### src/rtl/reg_cmd_sequencer_pkg.sv
// rtl/reg_cmd_sequencer_pkg.sv - shared op codes, state encodings and strobe layout for the command sequencer
//
// Purpose: common definitions imported by reg_cmd_sequencer and reg_cmd_decode.
// Ports: none (package).
package reg_cmd_sequencer_pkg;

    localparam int DEF_DATA_W = 4;
    localparam int DEF_CNT_W  = 2;

    localparam logic [2:0] OP_NOP  = 3'd0;
    localparam logic [2:0] OP_CLR  = 3'd1;
    localparam logic [2:0] OP_LOAD = 3'd2;
    localparam logic [2:0] OP_INC  = 3'd3;
    localparam logic [2:0] OP_DEC  = 3'd4;
    localparam logic [2:0] OP_SHR  = 3'd5;
    localparam logic [2:0] OP_SHL  = 3'd6;
    localparam logic [2:0] OP_ROT  = 3'd7;

    typedef enum logic [1:0] {
        ST_IDLE = 2'd0,
        ST_EXEC = 2'd1,
        ST_DONE = 2'd2
    } state_e;

    // Bit positions inside the one-hot strobe vector {cl, ld, inc, dec, sr, sl}.
    localparam int NSTB   = 6;
    localparam int STB_CL = 5;
    localparam int STB_LD = 4;
    localparam int STB_IN = 3;
    localparam int STB_DE = 2;
    localparam int STB_SR = 1;
    localparam int STB_SL = 0;

    // Where the serial-in bit (ir/il) comes from.
    typedef enum logic [1:0] {
        SER_NONE = 2'd0,
        SER_FILL = 2'd1,
        SER_ROT  = 2'd2
    } ser_src_e;

    // CLR and LOAD always take a single step regardless of cmd_cnt.
    function automatic logic op_is_single(input logic [2:0] op);
        return (op == OP_CLR) || (op == OP_LOAD);
    endfunction

endpackage

### src/rtl/reg_cmd_sequencer_decode.sv
// rtl/reg_cmd_sequencer_decode.sv - combinational op to one-hot strobe and serial source decode
//
// Purpose: maps a command op (and rotate direction) to the register strobe it drives.
// Ports:
//   op_i      command op code
//   fill_i    fill bit / rotate direction (0 right, 1 left)
//   strobe_o  one-hot {cl, ld, inc, dec, sr, sl}; all zero for NOP
//   ser_src_o source of ir/il for this op
module reg_cmd_decode
    import reg_cmd_sequencer_pkg::*;
(
    input  logic [2:0]      op_i,
    input  logic            fill_i,
    output logic [NSTB-1:0] strobe_o,
    output ser_src_e        ser_src_o
);

    always_comb begin
        strobe_o  = '0;
        ser_src_o = SER_NONE;
        case (op_i)
            OP_CLR:  strobe_o[STB_CL] = 1'b1;
            OP_LOAD: strobe_o[STB_LD] = 1'b1;
            OP_INC:  strobe_o[STB_IN] = 1'b1;
            OP_DEC:  strobe_o[STB_DE] = 1'b1;
            OP_SHR: begin
                strobe_o[STB_SR] = 1'b1;
                ser_src_o        = SER_FILL;
            end
            OP_SHL: begin
                strobe_o[STB_SL] = 1'b1;
                ser_src_o        = SER_FILL;
            end
            OP_ROT: begin
                // Rotate is a shift whose serial-in is the bit falling off the other end.
                if (fill_i) strobe_o[STB_SL] = 1'b1;
                else        strobe_o[STB_SR] = 1'b1;
                ser_src_o = SER_ROT;
            end
            default: ;
        endcase
    end

endmodule

### src/rtl/reg_cmd_sequencer.sv
// rtl/reg_cmd_sequencer.sv - command sequencer expanding ops into timed register control strobes
//
// Purpose: accepts one command over valid/ready and drives the 4-bit shift/count register.
// Ports:
//   clk, rst_n                    clock, async active-low reset
//   cmd_valid/cmd_ready           command handshake
//   cmd_op/cmd_cnt/cmd_data/cmd_fill  command fields
//   reg_out                       register contents fed back (rotate)
//   cl, ld, inc, dec, sr, sl      one-hot register strobes
//   ir, il, in                    register serial-in bits and parallel data
//   busy, done                    status; done is a one-cycle pulse
module reg_cmd_sequencer
    import reg_cmd_sequencer_pkg::*;
#(
    parameter int DATA_W = DEF_DATA_W,
    parameter int CNT_W  = DEF_CNT_W
) (
    input  logic              clk,
    input  logic              rst_n,
    input  logic              cmd_valid,
    output logic              cmd_ready,
    input  logic [2:0]        cmd_op,
    input  logic [CNT_W-1:0]  cmd_cnt,
    input  logic [DATA_W-1:0] cmd_data,
    input  logic              cmd_fill,
    input  logic [DATA_W-1:0] reg_out,
    output logic              cl,
    output logic              ld,
    output logic              inc,
    output logic              dec,
    output logic              sr,
    output logic              sl,
    output logic              ir,
    output logic              il,
    output logic [DATA_W-1:0] in,
    output logic              busy,
    output logic              done
);

    localparam int STEP_W = CNT_W + 1;

    state_e             state_q;
    logic [STEP_W-1:0]  steps_q;
    logic [STEP_W-1:0]  steps_d;
    logic [STEP_W-1:0]  accept_steps;
    logic [NSTB-1:0]    stb_q;
    logic [DATA_W-1:0]  in_q;
    logic               ir_q;
    logic               il_q;
    logic               rot_q;
    logic               done_q;

    logic [NSTB-1:0]    dec_stb;
    ser_src_e           dec_src;

    reg_cmd_decode u_decode (
        .op_i      (cmd_op),
        .fill_i    (cmd_fill),
        .strobe_o  (dec_stb),
        .ser_src_o (dec_src)
    );

    always_comb begin
        steps_d      = steps_q - STEP_W'(1);
        accept_steps = op_is_single(cmd_op) ? STEP_W'(1)
                                            : STEP_W'({1'b0, cmd_cnt}) + STEP_W'(1);
    end

    always_ff @(posedge clk or negedge rst_n) begin
        if (!rst_n) begin
            state_q <= ST_IDLE;
            steps_q <= '0;
            stb_q   <= '0;
            in_q    <= '0;
            ir_q    <= 1'b0;
            il_q    <= 1'b0;
            rot_q   <= 1'b0;
            done_q  <= 1'b0;
        end else begin
            case (state_q)
                ST_IDLE: begin
                    done_q <= 1'b0;
                    if (cmd_valid) begin
                        if (cmd_op == OP_NOP) begin
                            state_q <= ST_DONE;
                            done_q  <= 1'b1;
                        end else begin
                            // The first step's strobes are registered here so they are
                            // already high in the cycle after the accepting edge.
                            state_q <= ST_EXEC;
                            steps_q <= accept_steps;
                            stb_q   <= dec_stb;
                            in_q    <= (cmd_op == OP_LOAD) ? cmd_data : '0;
                            ir_q    <= (dec_src == SER_FILL) & dec_stb[STB_SR] & cmd_fill;
                            il_q    <= (dec_src == SER_FILL) & dec_stb[STB_SL] & cmd_fill;
                            rot_q   <= (dec_src == SER_ROT);
                        end
                    end
                end
                ST_EXEC: begin
                    if (steps_q == STEP_W'(1)) begin
                        state_q <= ST_DONE;
                        steps_q <= '0;
                        stb_q   <= '0;
                        in_q    <= '0;
                        ir_q    <= 1'b0;
                        il_q    <= 1'b0;
                        rot_q   <= 1'b0;
                        done_q  <= 1'b1;
                    end else begin
                        steps_q <= steps_d;
                    end
                end
                default: begin
                    state_q <= ST_IDLE;
                    done_q  <= 1'b0;
                end
            endcase
        end
    end

    assign cl   = stb_q[STB_CL];
    assign ld   = stb_q[STB_LD];
    assign inc  = stb_q[STB_IN];
    assign dec  = stb_q[STB_DE];
    assign sr   = stb_q[STB_SR];
    assign sl   = stb_q[STB_SL];
    assign in   = in_q;
    // Rotate feeds back the live register value so each step sees the previous step's result.
    assign ir   = rot_q ? (stb_q[STB_SR] & reg_out[0])        : ir_q;
    assign il   = rot_q ? (stb_q[STB_SL] & reg_out[DATA_W-1]) : il_q;
    assign busy = (state_q != ST_IDLE);
    assign done = done_q;
    assign cmd_ready = (state_q == ST_IDLE);

endmodule

### config.mk
export PLATFORM = sky130hd
export DESIGN_NAME = reg_cmd_sequencer
export DESIGN_NICKNAME = d
export VERILOG_FILES = /design/src/rtl/reg_cmd_sequencer_pkg.sv /design/src/rtl/reg_cmd_sequencer_decode.sv /design/src/rtl/reg_cmd_sequencer.sv
export SDC_FILE = /design/constraint.sdc
export NUM_CORES = 1
export LEC_CHECK = 0
export ABC_AREA = 0
export BUFFER_PORTS_ARGS = -buffer_cell sky130_fd_sc_hd__buf_2
export CORE_ASPECT_RATIO = 1.2
export CORE_MARGIN = 3
export CORE_UTILIZATION = 45
export CTS_CLUSTER_DIAMETER = 60
export CTS_CLUSTER_SIZE = 20
export DETAILED_ROUTE_END_ITERATION = 12
export PLACE_DENSITY = 0.7
export RECOVER_POWER = 50
export SLEW_MARGIN = 20
export SYNTH_ARGS = -nofsm -noshare
export SYNTH_HDL_FRONTEND = slang
export SYNTH_HIERARCHICAL = 1
export SYNTH_SLANG_ARGS = --single-unit
### constraint.sdc
create_clock -name clk -period 2 [get_ports clk]
set_input_delay 0.1 -clock clk [delete_from_list [all_inputs] [get_ports clk]]
set_output_delay 0.1 -clock clk [all_outputs]
set_load 0.005 [all_outputs]
==> flow_metrics.env <==
export IMPL_cts_buffers=3
export IMPL_critPathCaptureType="flip-flop"
export IMPL_synth_top_area_share_pct=47.5
export IMPL_worstReg2RegStart="steps_q[1]"
export IMPL_num_rows=18
export IMPL_worst_hold_slack_ns=0.0176
export IMPL_whs_path_depth=2
export IMPL_yosysMostFrequentCell="dfrtp_1"
export IMPL_final_nets=155
export IMPL_hold_viol_final=0
export IMPL_fin_util_pct=59.5
export IMPL_synth_largest_area_cell="dfrtp_1"
export IMPL_wire_per_inst_um=12.7
export IMPL_power_frac_comb_pct=45.1
export IMPL_dr_pass1_iters=4
export IMPL_synth_ff_type="dfrtp_1"
export IMPL_min_period_ns=1.62
export IMPL_boundaryPins=32
export IMPL_async_flop_share_pct=100
export IMPL_antenna_found_initial=0
export IMPL_r2r_cells=6
export IMPL_numPortBuffers=29
export IMPL_netlist_instances=97
export IMPL_status="finished, final reports clean"
export IMPL_r2r_end="in[2]"
export IMPL_p_total_mw=1.44
export IMPL_ant_nets=0
export IMPL_grt_util_met1_pct=19.3
export IMPL_synth_area_um2=1000
export IMPL_overflow=0
export IMPL_insertion_delay_ns=0.30
export IMPL_ys_ff_latch=19
export IMPL_p_sw_share_pct=38.6
export IMPL_netSwitchingPower_mw=0.557
export IMPL_gp_routability_congestion=0.706
export IMPL_drive_above_1_share_pct=30.6
export IMPL_r2r_slack_ns=0.38
export IMPL_syn_avg_cell_area_um2=10.3
export IMPL_internal_power_mw=0.885
export IMPL_vias_per_cell=5.31
export IMPL_yosys_area_share_simple_pct=18.5
export IMPL_grtUsageMet3_pct=3.34
export IMPL_p_seq_share_pct=41.4
export IMPL_synth_top_family_by_area="compound AO/OA/AOI/OAI gates"
export IMPL_yosys_cell_types_count=37
export IMPL_fin_setup_tns_ns=0
export IMPL_relSlewSlack_pct=32.6
export IMPL_startpoint_type="flip-flop"
export IMPL_leakagePower_nw=0.617
export IMPL_crit_fanout=10
export IMPL_cts_sinks=19
export IMPL_area_growth_pct=24.5
export IMPL_fin_worst_skew_ns=0.00109
export IMPL_synth_mux_area_share_pct=0
export IMPL_die_w_um=49.1
export IMPL_yosysSeqAreaShare_pct=47.5
export IMPL_synth_warnings=6
export IMPL_finalSetupViolations=0
export IMPL_clockPowerShare_pct=13.5
export IMPL_grt_pass1_wl_mm=3.44
export IMPL_cpPeakStageDelay_ns=0.38
export IMPL_synth_adder_area_share_pct=3.75
export IMPL_grt_pass1_vias=821
export IMPL_postLayoutSetupSlackWorst_ns=0.379
export IMPL_hp_class="in2reg"
export IMPL_diodes=0
export IMPL_peakVddDrop_uv=659
export IMPL_grt_max_degree=20
export IMPL_cts_tree="built"
export IMPL_cp_data_arrival_time_ns=1.82
export IMPL_cts_clk_slew_worst_paths_ns=0.10
export IMPL_die_area_um2=2830
export IMPL_busiest_layer="met2"
export IMPL_critPathKind="reg2reg"
export IMPL_routed_wl_mm=2.09
export IMPL_synth_area_leaders="dfrtp_1, a22o_1, a22o_2"
export IMPL_netlist_top_cells_count="dfrtp_1, inv_1, nor2_1"
export IMPL_drt_initial_drc_count=14
export IMPL_clk_path_buf_depth=2
export IMPL_maxCapViolations=0
export IMPL_worstHoldStart="cmd_data[2]"
export IMPL_synth_xor_area_share_pct=0.875
export IMPL_power_density_nw_per_um2=1160
export IMPL_die_h_um=57.7
export IMPL_synth_fp_nets=117
export IMPL_worst_ep_required_time_ns=2.20
export IMPL_pre_cts_slack_ns=0.392
export IMPL_post_dp_hpwl_mm=1.55
export IMPL_drc=0
export IMPL_htreeDepth=1
export IMPL_hold_path_end="in[2]"
export IMPL_synth_edf_count=0
export IMPL_coreArea_um2=2090
export IMPL_cts_root_buf="clkbuf_4"
export IMPL_use_met2_pct=25.2
export IMPL_crit_path_top_delay_cell="dfrtp_1"
export IMPL_fmax_ghz=0.617
export IMPL_initial_core_util_pct=47.8
export IMPL_vias=871
export IMPL_grtUsageTotal_pct=15.7
export IMPL_rsz0062_at_grt="false"
export IMPL_path_cells="inv_1, ha_1, and3b_1, o221ai_2, buf_4, a22o_2"
export IMPL_fin_crit_sh_pct=81.1
export IMPL_synth_compound_area_share_pct=24.8
export IMPL_tightest_slew_ns=1.01
export IMPL_slew_violations=0
-- cell type report --
cell class                 instances  area, µm²
tap                               30       37.5
clock buffer                       3       22.5
timing repair buffer              35        196
sequential                        19        475
multi-input combinational         68        479
clock inverter                     1       5.00
inverter                           8       30.0
fill                             190        848
-- flip-flops by register name (all words and copies together), names as in the netlist --
name and cells:
il_q 1, steps_q 3, in 4, done 1, ir_q 1, state_q 2, stb_q 6, rot_q 1
-- kinds of logic after synthesis --
logic type               Yosys count
AO/OA/AOI/OAI                     31
adder cells (fa/ha/maj)            3
buffers and inverters             10
AND/OR/NAND/NOR                   33
XOR/XNOR                           1
flip-flops                        19
-- critical path, delay by kind of cell (launching register included) --
kind	cells	cell delay, ns
flops	1	0.38
fa+ha+maj	1	0.19
compound gates	2	0.43
buf+inv	2	0.31
simple gates	1	0.22
-- power by group through the flow --
stage	clock (mW)	sequential, mW	combinational, mW
3_5_place_dp	0	0.601	0.655
6_report	0.195	0.597	0.650
2_1_floorplan	0	0.594	0.434
3_3_place_gp	0	0.596	0.633
5_1_grt	0.222	0.615	0.731
4_1_cts	0.209	0.595	0.661
-- layer usage --
metal,vias up,share of wire (%)
met1,413,48
met3,5,5.3
met4,0,2.5
met5,-,0
met2,24,44
li1,429,-
-- worst max path at each step --
stage                          start  slack, ns  cells after the start         end
final                     steps_q[1]       0.38                      6       in[2]
after floorplan           steps_q[1]       0.57                      6  steps_q[1]
after global routing      steps_q[1]       0.27                      6       in[2]
after global placement    steps_q[0]       0.45                      5       rot_q
after detailed placement  steps_q[1]       0.39                      6       in[2]
after CTS                 steps_q[1]       0.38                      6       in[2]
-- layout by cell type (no fill, tap or decap), types with 2 or more instances in the layout --
master / count
a21oi_1: 3
a22o_1: 6
a22o_2: 4
a32o_1: 2
buf_2: 26
buf_4: 2
clkbuf_1: 3
clkbuf_4: 3
dfrtp_1: 19
dlygate4sd3_1: 4
ha_1: 3
inv_1: 8
nand2_1: 6
nand2b_1: 2
nand3_1: 2
nor2_1: 7
nor3_1: 5
o21ai_0: 6
-- repair_timing --
item,CTS,global route
endpoints found under the hold margin,22,0
setup buffers,0,0
hold buffers,4,0
gates resized for setup,0,0
-- per-stage QoR --
step	instances	area, µm²
5_1_grt	164	1250
3_3_place_gp	156	1180
2_1_floorplan	97	1000
4_1_cts	164	1250
6_report	164	1250
3_5_place_dp	156	1180
Power figures use the tool's default switching activity.
